File: src/rtl/qdr_ui_pkg.sv
// Shared types, default widths and sizing helpers for the QDRII+ UI adapter.
package qdr_ui_pkg;

   typedef enum logic [0:0] {
      CAL_WAIT = 1'b0,
      RUN      = 1'b1
   } ui_state_t;

   localparam int unsigned DEF_ADDR_WIDTH = 18;
   localparam int unsigned DEF_DATA_WIDTH = 36;
   localparam int unsigned DEF_BW_WIDTH   = 4;
   localparam int unsigned DEF_TAG_WIDTH  = 4;
   localparam int unsigned DEF_RSP_DEPTH  = 16;

   // Credit counter must hold the value DEPTH itself, hence one extra bit.
   function automatic int unsigned credit_width(input int unsigned depth);
      return $clog2(depth) + 1;
   endfunction

endpackage

File: src/rtl/qdr_sync_fifo.sv
// Synchronous FIFO with occupancy count; head word reads as zero when empty.
module qdr_sync_fifo #(
   parameter int unsigned WIDTH = 8,
   parameter int unsigned DEPTH = 16
) (
   input  logic                     clk,
   input  logic                     rst,
   input  logic                     push,
   input  logic [WIDTH-1:0]         din,
   input  logic                     pop,
   output logic [WIDTH-1:0]         dout,
   output logic [$clog2(DEPTH):0]   count
);

   localparam int unsigned PW = $clog2(DEPTH);
   localparam int unsigned CW = PW + 1;

   logic [WIDTH-1:0] mem [DEPTH];
   logic [PW-1:0]    wr_ptr;
   logic [PW-1:0]    rd_ptr;
   logic             do_push;
   logic             do_pop;

   assign do_pop  = pop && (count != '0);
   assign do_push = push && ((count != CW'(DEPTH)) || do_pop);
   assign dout    = (count == '0) ? '0 : mem[rd_ptr];

   // Pointer and occupancy bookkeeping.
   always_ff @(posedge clk) begin
      if (rst) begin
         wr_ptr <= '0;
         rd_ptr <= '0;
         count  <= '0;
      end else begin
         if (do_push) wr_ptr <= wr_ptr + PW'(1);
         if (do_pop)  rd_ptr <= rd_ptr + PW'(1);
         case ({do_push, do_pop})
            2'b10:   count <= count + CW'(1);
            2'b01:   count <= count - CW'(1);
            default: count <= count;
         endcase
      end
   end

   // Storage array; contents need no reset since the count gates the head.
   always_ff @(posedge clk) begin
      if (do_push) mem[wr_ptr] <= din;
   end

endmodule

File: src/rtl/qdr_ui_adapter.sv
// Request-stream front end for the QDRII+ controller port-0 user interface:
// issues burst-of-4 commands in order and returns tagged read data with
// credit-based flow control on the response path.
module qdr_ui_adapter
   import qdr_ui_pkg::*;
#(
   parameter int unsigned ADDR_WIDTH = DEF_ADDR_WIDTH,
   parameter int unsigned DATA_WIDTH = DEF_DATA_WIDTH,
   parameter int unsigned BW_WIDTH   = DEF_BW_WIDTH,
   parameter int unsigned TAG_WIDTH  = DEF_TAG_WIDTH,
   parameter int unsigned RSP_DEPTH  = DEF_RSP_DEPTH
) (
   input  logic                     sys_clk,
   input  logic                     sys_rst,
   input  logic                     cal_done,
   input  logic                     req_valid,
   output logic                     req_ready,
   input  logic                     req_we,
   input  logic [ADDR_WIDTH-1:0]    req_addr,
   input  logic [4*DATA_WIDTH-1:0]  req_data,
   input  logic [4*BW_WIDTH-1:0]    req_bw_n,
   input  logic [TAG_WIDTH-1:0]     req_tag,
   output logic                     app_wr_cmd0,
   output logic                     app_rd_cmd0,
   output logic [ADDR_WIDTH-1:0]    app_wr_addr0,
   output logic [ADDR_WIDTH-1:0]    app_rd_addr0,
   output logic [4*DATA_WIDTH-1:0]  app_wr_data0,
   output logic [4*BW_WIDTH-1:0]    app_wr_bw_n0,
   input  logic                     app_rd_valid0,
   input  logic [4*DATA_WIDTH-1:0]  app_rd_data0,
   output logic                     rsp_valid,
   input  logic                     rsp_ready,
   output logic [4*DATA_WIDTH-1:0]  rsp_data,
   output logic [TAG_WIDTH-1:0]     rsp_tag,
   output logic                     rd_unexpected
);

   localparam int unsigned CW = credit_width(RSP_DEPTH);
   localparam int unsigned RW = 4*DATA_WIDTH + TAG_WIDTH;

   ui_state_t                 state;
   ui_state_t                 state_nxt;
   logic [CW-1:0]             credit;
   logic                      wr_accept;
   logic                      rd_accept;
   logic                      rd_ret_ok;
   logic                      rsp_pop;
   logic [TAG_WIDTH-1:0]      ret_tag;
   logic [$clog2(RSP_DEPTH):0] tag_count;
   logic [$clog2(RSP_DEPTH):0] rsp_count;
   logic [RW-1:0]             rsp_word;

   assign wr_accept = req_valid && req_ready && req_we;
   assign rd_accept = req_valid && req_ready && !req_we;
   assign rd_ret_ok = app_rd_valid0 && (tag_count != '0);
   assign rsp_valid = (rsp_count != '0);
   assign rsp_pop   = rsp_valid && rsp_ready;
   assign rsp_data  = rsp_word[TAG_WIDTH +: 4*DATA_WIDTH];
   assign rsp_tag   = rsp_word[TAG_WIDTH-1:0];

   // Calibration state register.
   always_ff @(posedge sys_clk) begin
      if (sys_rst) state <= CAL_WAIT;
      else         state <= state_nxt;
   end

   // Next-state and request acceptance; ready ignores valid/we so writes also stall at zero credit.
   always_comb begin
      state_nxt = state;
      req_ready = 1'b0;
      case (state)
         CAL_WAIT: if (cal_done) state_nxt = RUN;
         RUN: begin
            req_ready = (credit != '0);
            if (!cal_done) state_nxt = CAL_WAIT;
         end
         default:  state_nxt = CAL_WAIT;
      endcase
   end

   // Command registers, response credit and the sticky unexpected-return flag.
   always_ff @(posedge sys_clk) begin
      if (sys_rst) begin
         app_wr_cmd0   <= 1'b0;
         app_rd_cmd0   <= 1'b0;
         app_wr_addr0  <= '0;
         app_rd_addr0  <= '0;
         app_wr_data0  <= '0;
         app_wr_bw_n0  <= '1;
         rd_unexpected <= 1'b0;
         credit        <= CW'(RSP_DEPTH);
      end else begin
         app_wr_cmd0 <= wr_accept;
         app_rd_cmd0 <= rd_accept;
         if (wr_accept) begin
            app_wr_addr0 <= req_addr;
            app_wr_data0 <= req_data;
            app_wr_bw_n0 <= req_bw_n;
         end
         if (rd_accept) app_rd_addr0 <= req_addr;
         if (app_rd_valid0 && (tag_count == '0)) rd_unexpected <= 1'b1;
         case ({rd_accept, rsp_pop})
            2'b10:   credit <= credit - CW'(1);
            2'b01:   credit <= credit + CW'(1);
            default: credit <= credit;
         endcase
      end
   end

   qdr_sync_fifo #(
      .WIDTH (TAG_WIDTH),
      .DEPTH (RSP_DEPTH)
   ) u_tag_q (
      .clk   (sys_clk),
      .rst   (sys_rst),
      .push  (rd_accept),
      .din   (req_tag),
      .pop   (rd_ret_ok),
      .dout  (ret_tag),
      .count (tag_count)
   );

   qdr_sync_fifo #(
      .WIDTH (RW),
      .DEPTH (RSP_DEPTH)
   ) u_rsp_q (
      .clk   (sys_clk),
      .rst   (sys_rst),
      .push  (rd_ret_ok),
      .din   ({app_rd_data0, ret_tag}),
      .pop   (rsp_pop),
      .dout  (rsp_word),
      .count (rsp_count)
   );

endmodule

File: config.mk
export PLATFORM = sky130hd
export DESIGN_NAME = qdr_ui_adapter
export DESIGN_NICKNAME = d
export VERILOG_FILES = /design/src/rtl/qdr_ui_pkg.sv /design/src/rtl/qdr_sync_fifo.sv /design/src/rtl/qdr_ui_adapter.sv
export SDC_FILE = /design/constraint.sdc
export NUM_CORES = 2
export LEC_CHECK = 0
export ABC_CLOCK_PERIOD_IN_PS = 25500
export BUFFER_PORTS_ARGS = -buffer_cell sky130_fd_sc_hd__buf_2
export CORE_MARGIN = 5
export CORE_UTILIZATION = 55
export CTS_CLUSTER_DIAMETER = 200
export DETAILED_ROUTE_END_ITERATION = 8
export GPL_ROUTABILITY_DRIVEN = 0
export HOLD_SLACK_MARGIN = 0.08
export PLACE_DENSITY_LB_ADDON = 0.12
export RECOVER_POWER = 100
export REMOVE_ABC_BUFFERS = 1
export SYNTH_ARGS = -nofsm -noshare
export SYNTH_HDL_FRONTEND = slang
export SYNTH_SLANG_ARGS = --single-unit
File: constraint.sdc
create_clock -name sys_clk -period 25.5 [get_ports sys_clk]
set_clock_uncertainty 0.2 [all_clocks]
set_input_delay 2.55 -clock sys_clk [delete_from_list [all_inputs] [get_ports sys_clk]]
set_output_delay 2.55 -clock sys_clk [all_outputs]
set_load 0.05 [all_outputs]
==> metrics.cfg <==
[status]
status = finished, violations left
violations = capacitance limit, slew limit

[synthesis]
ys_types = 43
synth_seq_cells = 2671
synth_area_sq_mm = 0.1010
synth_edf_count = 2432
ys_warn_count = 0
ys.flop_type = edfxtp_1
ys_seq_area_share_pct = 77.06
synth-async-reset-ratio_pct = 0
syn_area_per_cell_sq_um = 21.73
netlist_instances = 4647

[floorplanning]
fp.dieW_um = 438.5
dieArea_sq_mm = 0.1923
die_h_um = 438.5
start_util_pct = 55.21
core_sq_mm = 0.1829
rows = 157
io-pin-count = 682

[global_routing]
grt_usage_pct = 26.00
overflow = 0
grt_max_degree = 112
grt_pass1_wl_mm = 359.9
grt.busiest_layer = met2
grt_pass1_vias = 51190
grtUsageMet2_pct = 41.76
antenna_found_initial = 59
use_met1_pct = 36.48
use_met3_pct = 6.053

[power]
power.total_mw = 11.51
clock_power_share_pct = 33.7
p_int_mw = 8.116
powerDensity_mw_per_mm2 = 100.2
power.leakage_nw = 35.22
power_frac_comb_pct = 22.1
seq_power_share_pct = 44.3
ir_drop_uv = 86.72
switchingPower_mw = 3.395
p_sw_share_pct = 29.50

[timing]
final_hold_viol_count = 0
slew_viol_final = 3327
finalSetupViolCount = 0
fin_crit_ns = 15.54
layout_setup_ws_ns = 9.964
timing.hold.ws_ns = 0.2551
worst_pin_slew_ns = 10.63
rsz0062_at_grt = no
fmax_ghz = 0.06437
fin_crit_sh_pct = 60.92
maxSlewHeadroom_pct = -608.9
tns_ns = 0

[detailed_routing]
vias = 49840
antenna_left = 0
routed_via_density = 6.134
routed_wl_mm = 250.5
wl_per_cell_um = 30.83
drtIter0Drc = 5142
drcViolationCount = 0
drt-pass1-iter-count = 5

[cells_and_area]
fillCellCount = 12740
finalNonFillerCells = 8125
design_area_sq_mm = 0.1149
area_growth_pct = 13.75
drive_gt1_share_pct = 24.65
fin_nets = 5792
utilization_pct = 62.80

[setup_path]
arrival_ns = 15.54
worstSetupStartpointType = input pin
critPathKind = input pin to flip-flop
crit_required_ns = 25.51
cp-end-kind = flip-flop
cp_max_fo = 102

[clock_network]
cts_max_path_buffers = 4
cts-hold-fix-buffers = 0
clock_sinks = 2671
h-tree-depth = 5
cts_tree = built
post_cts_buffers = 0
clk_pin_slew_ns = 0.06
root_buffer = clkbuf_16
post_cts_resized = 0
cts_made_buffers = 289
clkLatencyLatePin_ns = 0.90

[place]
dp.cells = 7609
io_buffers = 681
place_area_sq_mm = 0.1072
place_hpwl_mm = 134.5
dp_slack_ns = 17.44

[flow_run]
cap_violations = 66

[hold_path]
hold_class = flip-flop to flip-flop

## flip-flops by register name, summed over array words and instances, names as in the netlist, 4 cells and up, named ones only
register,cells
u_tag_q.mem,64
credit,5
app_wr_data0,144
u_rsp_q.count,5
app_wr_addr0,18
u_tag_q.count,5
app_wr_bw_n0,16
u_rsp_q.wr_ptr,4
u_rsp_q.mem,2368
u_tag_q.rd_ptr,4
u_rsp_q.rd_ptr,4
app_rd_addr0,18
u_tag_q.wr_ptr,4
## cell type report
type | count | area [sq um] | share of cell area, %
Antenna cell | 26 | 65.06 | 0.05664
Clock buffer | 377 | 7774 | 6.768
Clock inverter | 113 | 854.6 | 0.7440
Inverter | 13 | 48.80 | 0.04248
Multi-Input combinational cell | 1703 | 21950 | 19.11
Sequential cell | 2671 | 77820 | 67.75
Tap cell | 2464 | 3083 | 2.684
Timing Repair Buffer | 758 | 3259 | 2.838
## layout by cell type (no fill, tap or decap), types with 6 or more instances in the layout
| cell | synthesis | final |
|---|---|---|
| clkbuf_8 | 0 | 8 |
| bufinv_16 | 0 | 13 |
| xor2_1 | 10 | 10 |
| nand2_1 | 407 | 406 |
| clkinv_1 | 0 | 58 |
| nand3b_1 | 16 | 16 |
| dfxtp_1 | 239 | 237 |
| clkbuf_1 | 139 | 572 |
| inv_1 | 12 | 13 |
| clkinv_2 | 0 | 30 |
| mux2i_1 | 12 | 12 |
| edfxtp_1 | 2432 | 2432 |
| and2_1 | 150 | 109 |
| diode_2 | 0 | 26 |
| nor2b_1 | 8 | 8 |
| buf_4 | 21 | 18 |
| a21o_1 | 6 | 6 |
| ha_1 | 20 | 20 |
| and2_0 | 0 | 40 |
| mux4_2 | 760 | 760 |
| nor3_1 | 14 | 14 |
| nor2_1 | 59 | 56 |
| xnor2_1 | 12 | 12 |
| clkbuf_16 | 0 | 295 |
| a21oi_1 | 192 | 192 |
| buf_2 | 55 | 238 |
## kinds of logic after synthesis
kind of cell    Yosys count  share of synthesized area, %
xor+xnor                 22                        0.1908
compound gates          210                         1.092
fa+ha+maj                23                        0.3073
buf+inv                 273                         1.220
mux                     773                         17.09
flops                  2671                         77.06
simple gates            675                         3.038
## per-layer routing
layer	part of all wire [%]	vias to the layer above	wire length [um]
li1	-	20660	-
met1	40	26660	99390
met2	49	2087	123500
met3	8.3	416	20910
met4	2.6	22	6529
met5	0.059	-	148
## final timing paths
check,from,slack [ns],endpoint,cells past startpoint
worst max-delay path,rsp_ready,9.96,u_rsp_q.mem[6][84],7
worst min-delay path,app_wr_data0[132],0.26,app_wr_data0[132],2
worst min register to register,app_wr_data0[132],0.26,app_wr_data0[132],2
worst max register to register,u_tag_q.count[4],11.34,u_rsp_q.mem[6][84],6
## power by group through the flow
stage	registers (mW)	clock network, mW	logic, mW
5_1_grt	5.11	4.14	2.68
6_report	5.10	3.88	2.54
4_1_cts	5.06	3.95	2.62
3_5_place_dp	5.15	0	2.61
3_3_place_gp	5.15	0	2.60
2_1_floorplan	5.34	0	2.19
## synth_stat cells, types with 2 or more instances
| library cell | count | area share, % |
|---|---|---|
| buf_6 | 8 | 0.089 |
| dfxtp_1 | 239 | 4.7 |
| o21a_1 | 2 | 0.015 |
| a21o_1 | 6 | 0.045 |
| ha_1 | 20 | 0.25 |
| buf_1 | 37 | 0.14 |
| inv_1 | 12 | 0.045 |
| o21ai_0 | 2 | 0.0099 |
| nand4_1 | 4 | 0.025 |
| nand3b_1 | 16 | 0.12 |
| nor4_1 | 2 | 0.012 |
| nand3_1 | 4 | 0.020 |
| nor2_1 | 59 | 0.22 |
| and2_1 | 150 | 0.93 |
| edfxtp_1 | 2432 | 72 |
| mux4_2 | 760 | 17 |
| fa_1 | 3 | 0.059 |
| mux2i_1 | 12 | 0.12 |
| nand2b_1 | 5 | 0.031 |
| nor2b_1 | 8 | 0.050 |
| clkbuf_1 | 139 | 0.52 |
| buf_2 | 55 | 0.27 |
| nor3_1 | 14 | 0.069 |
| a21oi_1 | 192 | 0.95 |
| nand2_1 | 407 | 1.5 |
| or4_1 | 2 | 0.015 |
| buf_4 | 21 | 0.16 |
| xnor2_1 | 12 | 0.10 |
| xor2_1 | 10 | 0.087 |
## critical path, cell delays in order
cell and delay (ns):
clkbuf_1 0.21, nor2b_1 0.08, a221oi_1 1.11, nand2_1 0.33, nor2_1 2.19, clkbuf_1 2.01
clkbuf_1 6.92
Note: power is estimated with default switching activity, not from simulation.
